<file path="src/rtl/rvskid_buf.sv">
// Two-entry valid/ready elastic stage: a main register drives out_data, a skid register absorbs
// the one extra beat accepted while the consumer stalls. in_ready/out_valid come from flops.
module rvskid_buf #(
  parameter int unsigned WIDTH = 14
) (
  input  logic             clk,
  input  logic             rst,
  input  logic             flush,
  input  logic             in_valid,
  input  logic [WIDTH-1:0] in_data,
  output logic             in_ready,
  output logic             out_valid,
  output logic [WIDTH-1:0] out_data,
  input  logic             out_ready,
  output logic [1:0]       count
);

  typedef enum logic [1:0] {
    StEmpty = 2'd0,
    StOne   = 2'd1,
    StFull  = 2'd2
  } state_e;

  state_e           state_q, state_d;
  logic             in_ready_q, out_valid_q;
  logic [WIDTH-1:0] main_q, main_d;
  logic [WIDTH-1:0] skid_q, skid_d;
  logic             push, pop;

  assign push = in_valid & in_ready_q;
  assign pop  = out_valid_q & out_ready;

  // Handshake flags are re-derived from the next state so they leave the block directly from flops.
  always_ff @(posedge clk or posedge rst) begin
    if (rst) begin
      state_q     <= StEmpty;
      in_ready_q  <= 1'b1;
      out_valid_q <= 1'b0;
    end else begin
      state_q     <= state_d;
      in_ready_q  <= (state_d != StFull);
      out_valid_q <= (state_d != StEmpty);
    end
  end

  always_comb begin
    state_d = state_q;
    if (flush) begin
      state_d = StEmpty;
    end else begin
      unique case (state_q)
        StEmpty: if (push) state_d = StOne;
        StOne: begin
          if (push && !pop)      state_d = StFull;
          else if (!push && pop) state_d = StEmpty;
        end
        StFull:  if (pop) state_d = StOne;
        default: state_d = StEmpty;
      endcase
    end
  end

  always_comb begin
    in_ready  = in_ready_q;
    out_valid = out_valid_q;
    out_data  = main_q;
    count     = state_q;
  end

  // Flush clears the payload so discarded entries never show up on out_data.
  always_comb begin
    main_d = main_q;
    skid_d = skid_q;
    if (flush) begin
      main_d = '0;
      skid_d = '0;
    end else begin
      unique case (state_q)
        StEmpty: if (push) main_d = in_data;
        StOne: begin
          if (push && pop)       main_d = in_data;
          else if (push && !pop) skid_d = in_data;
        end
        StFull:  if (pop) main_d = skid_q;
        default: ;
      endcase
    end
  end

  always_ff @(posedge clk or posedge rst) begin
    if (rst) begin
      main_q <= '0;
      skid_q <= '0;
    end else begin
      main_q <= main_d;
      skid_q <= skid_d;
    end
  end

endmodule

</file>
<file path="config.mk">
export PLATFORM = sky130hd
export DESIGN_NAME = rvskid_buf
export DESIGN_NICKNAME = d
export VERILOG_FILES = /design/src/rtl/rvskid_buf.sv
export SDC_FILE = /design/constraint.sdc
export NUM_CORES = 1
export LEC_CHECK = 0
export ABC_AREA = 1
export ABC_CLOCK_PERIOD_IN_PS = 2650
export BUFFER_PORTS_ARGS = -buffer_cell sky130_fd_sc_hd__buf_4
export CORE_UTILIZATION = 30
export DETAILED_ROUTE_END_ITERATION = 10
export SLEW_MARGIN = 10
export SYNTH_ARGS = -nofsm -noshare
export SYNTH_HDL_FRONTEND = slang
export SYNTH_SLANG_ARGS = --single-unit
</file>
<file path="constraint.sdc">
create_clock -name clk -period 2.65 [get_ports clk]
set_input_delay 0.53 -clock clk [delete_from_list [all_inputs] [get_ports clk]]
set_output_delay 0.53 -clock clk [all_outputs]
set_load 0.05 [all_outputs]
</file>
==> results of run 1 <==
## flip-flops by register name (all words and copies together) (netlist names)
name,flops
out_valid,1
in_ready,1
out_data,14
skid_q,14
count,2
## metrics by stage
stage / std cells / instance area, um^2 / util
after floorplan: 198 / 1550 / -
after global placement: 291 / 1850 / 0.382
after detailed placement: 291 / 1850 / 0.382
after CTS: 299 / 1980 / 0.408
after global routing: 299 / 1980 / 0.408
final: 299 / 1980 / 0.408
## routing by layer
metal  track usage  part of all wire  vias up
li1              -                 -      708
met1         0.210              0.49      621
met2         0.217              0.45       27
met3        0.0288             0.037        7
met4        0.0769             0.022        0
met5             0                 0        -
## cell type report
class,instances,area (um^2),share of cell area
flip-flops and latches,32,802,0.405
multi-input cells,147,658,0.333
repair buffers,37,278,0.140
clock buffers,7,96.3,0.0487
well taps,67,83.8,0.0424
clock inverters,1,30.0,0.0152
inverters,8,30.0,0.0152
## cell usage in the layout (no fill, tap or decap), drive strengths merged
cell    instances
bufinv          1
nand3          33
a21oi           1
dfrtp          31
nand2          96
dfstp           1
buf            37
clkbuf          7
nand4          14
o21ai           1
clkinv          1
nor2            2
inv             7
## cells by family (layout without fill, tap and decap cells)
group	count (synthesis)	in the layout	share of synthesized area
AO/OA/AOI/OAI	2	2	0.00646
buffers and inverters	19	53	0.0566
flip-flops	32	32	0.518
AND/OR/NAND/NOR	145	145	0.419
## power groups by stage
stage | Clock, W | Sequential (W) | Combinational, W
5_1_grt | 0.000550 | 0.000579 | 0.000455
2_1_floorplan | 0 | 0.000716 | 0.000167
3_5_place_dp | 0 | 0.000582 | 0.000422
3_3_place_gp | 0 | 0.000582 | 0.000420
6_report | 0.000519 | 0.000573 | 0.000420
4_1_cts | 0.000523 | 0.000573 | 0.000423
## worst max-delay path by stage
| stage | startpoint | slack [ps] | to |
|---|---|---|---|
| 3_5_place_dp | flush | 570 | skid_q[10]$_DFFE_PP0P_ |
| 5_1_grt | flush | 710 | skid_q[9]$_DFFE_PP0P_ |
| 4_1_cts | flush | 860 | skid_q[9]$_DFFE_PP0P_ |
| 3_3_place_gp | flush | 590 | skid_q[0]$_DFFE_PP0P_ |
| 2_1_floorplan | in_ready$_DFF_PP1_ | 1130 | skid_q[9]$_DFFE_PP0P_ |
| 6_report | flush | 830 | skid_q[10]$_DFFE_PP0P_ |
==> qor.yml, run 1 <==
outcome: "finished, final reports clean"
drtPass1Iterations: 4
final_max_slew_viol_count: 0
cts-resized-gates: 0
synth_top_cell_area_share: 0.501
worst_setup_slack_after_placement_ps: 571
ctsHtreeMaxLevel: 2
worst_skew_pair.late_latency_ps: 290
synth_seq_area_share: 0.518
critical_path_peak_fanout: 42
fin_hold_viols: 0
placement_rows: 25
grt_start_max_net_pins: 43
power_leakage_nw: 1.13
tns_ps: 0
yosysWarnings: 0
timing.rr.start: "in_ready$_DFF_PP1_"
max_slew.worst_pin.slew_ps: 1160
antennaDiodeCount: 0
route.detailed.drc: 0
max_cap_violations: 0
synth_cell_area_mm2: 0.00155
mean_post_synth_cell_area_um2: 7.82
synth.largest_area_cell: "sky130_fd_sc_hd__dfrtp_1"
cts_tree: "yes"
power.density_cell_area_mw_per_mm2: 764
die_height_um: 73.8
clkSlewWorstSetupHoldPaths_ps: 70
cts_sinks: 32
clk_pwr_share: 0.343
synth.distinct_cells: 16
timing.reg2reg.setup_slack_ps: 980
asyncSetResetFlopFracSynth: 1.00
netlist_top_cells_area: "sky130_fd_sc_hd__dfrtp_1 50%, sky130_fd_sc_hd__nand2_1 22%, sky130_fd_sc_hd__nand3_1 11%"
ctsLongestPathBuffers: 2
crit_path_end_kind: "register"
global_route.overflow_total: 0
route.detailed.wl_per_inst_um: 12.3
root_buffer: "sky130_fd_sc_hd__clkbuf_8"
holdCritPathClass: "input port to asynchronous set/reset pin"
num-fill-cells: 513
initial_utilization: 0.319
drt-initial-drc-count: 102
post_drt_via_cell_ratio: 4.56
clock_skew_ps: 7.41
top_family_by_delay_on_critical_path: "buffers and inverters"
critPathArrivalTime_ps: 1980
wirelength_mm: 3.68
cts_buffers: 5
globalRouteTotalUtil: 0.149
buffers_on_ports: 36
synth_ff_type: "sky130_fd_sc_hd__dfrtp_1"
post_synth_most_frequent_cells: "91 x sky130_fd_sc_hd__nand2_1, 33 x sky130_fd_sc_hd__nand3_1, 31 x sky130_fd_sc_hd__dfrtp_1"
number_of_nets_produced_by_synthesis: 217
timing.reg2reg.worst_path_depth: 5
routed-via-count: 1363
path_depth: 4
worst-setup-path-type: "input port to register"
final.hold.worst_slack_ps: 301
total_power_w: 0.00151
floorplan.die.width_um: 73.8
critical_path_required_ps: 2810
io_pins: 37
worst_r2r_endpoint: "skid_q[7]$_DFFE_PP0P_"
floorplan.die_area_mm2: 0.00545
p_comb_frac: 0.278
period_needed_ps: 1820
critical_path.slowest_cell: "sky130_fd_sc_hd__clkinv_1"
seq_cells_post_synth: 32
worst_setup_start_kind: "input port"
postRouteAntennaNets: 0
fmax_mhz: 550
place_congestion: 0.771
area_grow_syn2layout_pct: 27.8
p_seq_frac: 0.379
critical_path.cell_chain: "buf_4 -> clkinv_1 -> nand4_1 -> nand2_1"
layout-drive-gt1-share: 0.233
power.switching_fraction: 0.346
synthesis.instances: 198
critPathMaxStageDelay_ps: 880
grt_pass1_vias: 1218
finalNetCount: 250
cts.repair_timing.setup_buffer_count: 0
unrepaired_setup_endpoints_after_global_routing: "no"
intPower_w: 0.000989
timing.final.crit_share: 0.686
antenna_found_initial: 0
slew_headroom: 0.222
vdd.ir_drop.worst_uv: 356
synth-edff-count: 0
worst-path-buf-inv: 2
most_used_standard_cell_by_instance_count_after_synthesis: "sky130_fd_sc_hd__nand2_1"
floorplan.core_area_mm2: 0.00485
post-route-worst-setup-slack_ps: 831
ctsHoldBuffers: 0
place.detailed.hpwl_mm: 2.38
first_pass_grt_wire_length_mm: 6.04
power.net_switching_w: 0.000523
setup_viol_count_final: 0
(Power assumes the default switching activity.)
==> run 2, diff against run 1 <==
--- a/config.mk
+++ b/config.mk
@@ -6,7 +6,7 @@
 export NUM_CORES = 1
 export LEC_CHECK = 0
 export ABC_AREA = 1
-export ABC_CLOCK_PERIOD_IN_PS = 2650
+export ABC_CLOCK_PERIOD_IN_PS = 1860
 export BUFFER_PORTS_ARGS = -buffer_cell sky130_fd_sc_hd__buf_4
 export CORE_UTILIZATION = 30
 export DETAILED_ROUTE_END_ITERATION = 10
==> constraint.sdc (replaced) <==
create_clock -name clk -period 1.86 [get_ports clk]
set_input_delay 0.372 -clock clk [delete_from_list [all_inputs] [get_ports clk]]
set_output_delay 0.372 -clock clk [all_outputs]
set_load 0.05 [all_outputs]
==> qor.yml, run 2 (same netlist as run 1, synthesis figures left out) <==
critical_path_required_ps: 2070  # -740 ps
die_height_um: 73.8  # unchanged
fmax_mhz: 654
total_power_w: 0.00197  # +31%
route.detailed.drc: 0  # unchanged
ctsHtreeMaxLevel: 2  # unchanged
power_leakage_nw: 1.13  # about the same
cts-resized-gates: 0  # unchanged
clkSlewWorstSetupHoldPaths_ps: 70  # about the same
finalNetCount: 253  # +1.2%
buffers_on_ports: 36  # unchanged
route.detailed.wl_per_inst_um: 12.0  # -2.3%
unrepaired_setup_endpoints_after_global_routing: "no"
period_needed_ps: 1530
drtPass1Iterations: 5  # +1
slew_headroom: 0.659  # +0.437
layout-drive-gt1-share: 0.234  # +0.00128
ctsLongestPathBuffers: 2  # unchanged
grt_pass1_vias: 1256  # +3.1%
max_slew.worst_pin.slew_ps: 509  # -652 ps
holdCritPathClass: "input port to asynchronous set/reset pin"
cts.repair_timing.setup_buffer_count: 0  # unchanged
final_common_cell: "sky130_fd_sc_hd__nand2_1"
floorplan.core_area_mm2: 0.00485  # unchanged
max_cap_violations: 0  # unchanged
antenna_found_initial: 0  # unchanged
floorplan.die.width_um: 73.8  # unchanged
clock_skew_ps: 5.18  # -2.22 ps
antennaDiodeCount: 0  # unchanged
floorplan.die_area_mm2: 0.00545  # unchanged
worst-setup-path-type: "register to register"
vdd.ir_drop.worst_uv: 306  # -14%
routed-via-count: 1366  # +0.22%
power.density_cell_area_mw_per_mm2: 998  # +31%
first_pass_grt_wire_length_mm: 6.07  # +0.58%
post_drt_via_cell_ratio: 4.52  # -0.78%
global_route.overflow_total: 0  # unchanged
critPathArrivalTime_ps: 1740  # -240 ps
tns_ps: 0  # unchanged
initial_utilization: 0.319  # unchanged
setup_viol_count_final: 0  # unchanged
fin_hold_viols: 0  # unchanged
critical_path_peak_fanout: 16  # -62%
io_pins: 37  # unchanged
crit_path_end_kind: "register"
cts_tree: "yes"
area_grow_syn2layout_pct: 27.7  # about the same
grt_start_max_net_pins: 33  # -23%
place.detailed.hpwl_mm: 2.45  # +2.9%
globalRouteTotalUtil: 0.149  # -0.000291
postRouteAntennaNets: 0  # unchanged
drt-initial-drc-count: 81  # -21%
worst_setup_start_kind: "register"
worst_skew_pair.late_latency_ps: 280  # about the same
cts_sinks: 32  # unchanged
wirelength_mm: 3.63  # -1.4%
layout.cells.most_common_list: "91 x sky130_fd_sc_hd__nand2_1, 39 x sky130_fd_sc_hd__buf_4, 33 x sky130_fd_sc_hd__nand3_1"
root_buffer: "sky130_fd_sc_hd__clkbuf_8"
final_max_slew_viol_count: 0  # unchanged
outcome: "finished, final reports clean"
post_route_utilization: 0.408  # about the same
placement_rows: 25  # unchanged
place_congestion: 0.755  # -2.1%
cts_buffers: 5  # unchanged
ctsHoldBuffers: 0  # unchanged
timing.final.crit_share: 0.822
## run 2: changes by cell type in the layout (fill, tap and decap cells not counted)
cell                        before  now
sky130_fd_sc_hd__clkbuf_8        7    6
sky130_fd_sc_hd__bufinv_16       1    0
sky130_fd_sc_hd__buf_4          37   39
sky130_fd_sc_hd__clkbuf_1        0    2
sky130_fd_sc_hd__buf_12          0    1
## run 2: worst max-delay path: stages, from the launching register on
cell                      delay [ps]
sky130_fd_sc_hd__dfrtp_1         420
sky130_fd_sc_hd__inv_1           110
sky130_fd_sc_hd__nand2_2         200
sky130_fd_sc_hd__inv_1           420
sky130_fd_sc_hd__nand2_1          90
sky130_fd_sc_hd__nand2_1          90
sky130_fd_sc_hd__nand2_1          70
sky130_fd_sc_hd__nand2_1          70
## run 2: through the flow
stage / hold WS (ps) / worst slack, ps / cells / cell area (um^2)
floorplan: 469 / 345 / 198 / 1550
global placement: 483 / 342 / 294 / 1890
detailed placement: 486 / 348 / 294 / 1890
CTS: 193 / 329 / 302 / 1980
global route: 242 / 121 / 302 / 1980
finish: 178 / 332 / 302 / 1980
## run 2: worst paths after layout
check	start	endpoint	slack, ps	cells after the start
worst max-delay path	count[0]$_DFF_PP0_	out_data[6]$_DFFE_PP0P_	330	7
worst min-delay path	rst	out_data[9]$_DFFE_PP0P_	180	3
worst max register to register	count[0]$_DFF_PP0_	out_data[6]$_DFFE_PP0P_	330	7
worst min register to register	skid_q[9]$_DFFE_PP0P_	skid_q[9]$_DFFE_PP0P_	500	2
max in group asynchronous	rst	in_ready$_DFF_PP1_	1360	3
min in group clk	in_data[4]	skid_q[4]$_DFFE_PP0P_	360	3
## run 2: final cells by class
cell class / instances / area, um^2
timing repair buffer: 40 / 313
sequential: 32 / 802
clock buffer: 8 / 90.1
fill: 515 / 2870
multi-input combinational: 147 / 658
inverter: 8 / 30.0
tap: 67 / 83.8
## run 2: metal layers
metal	global-route usage	routed length, um
met1	0.204	1750
met2	0.227	1680
met3	0.0370	150
met4	0.0556	48
met5	0	0
## run 2: where the power goes
part / internal (W) / switching, W / leakage [nW]
registers: 0.000772 / 0.0000452 / 0.431
logic: 0.000176 / 0.000434 / 0.649
clock network: 0.000302 / 0.000244 / 0.0455
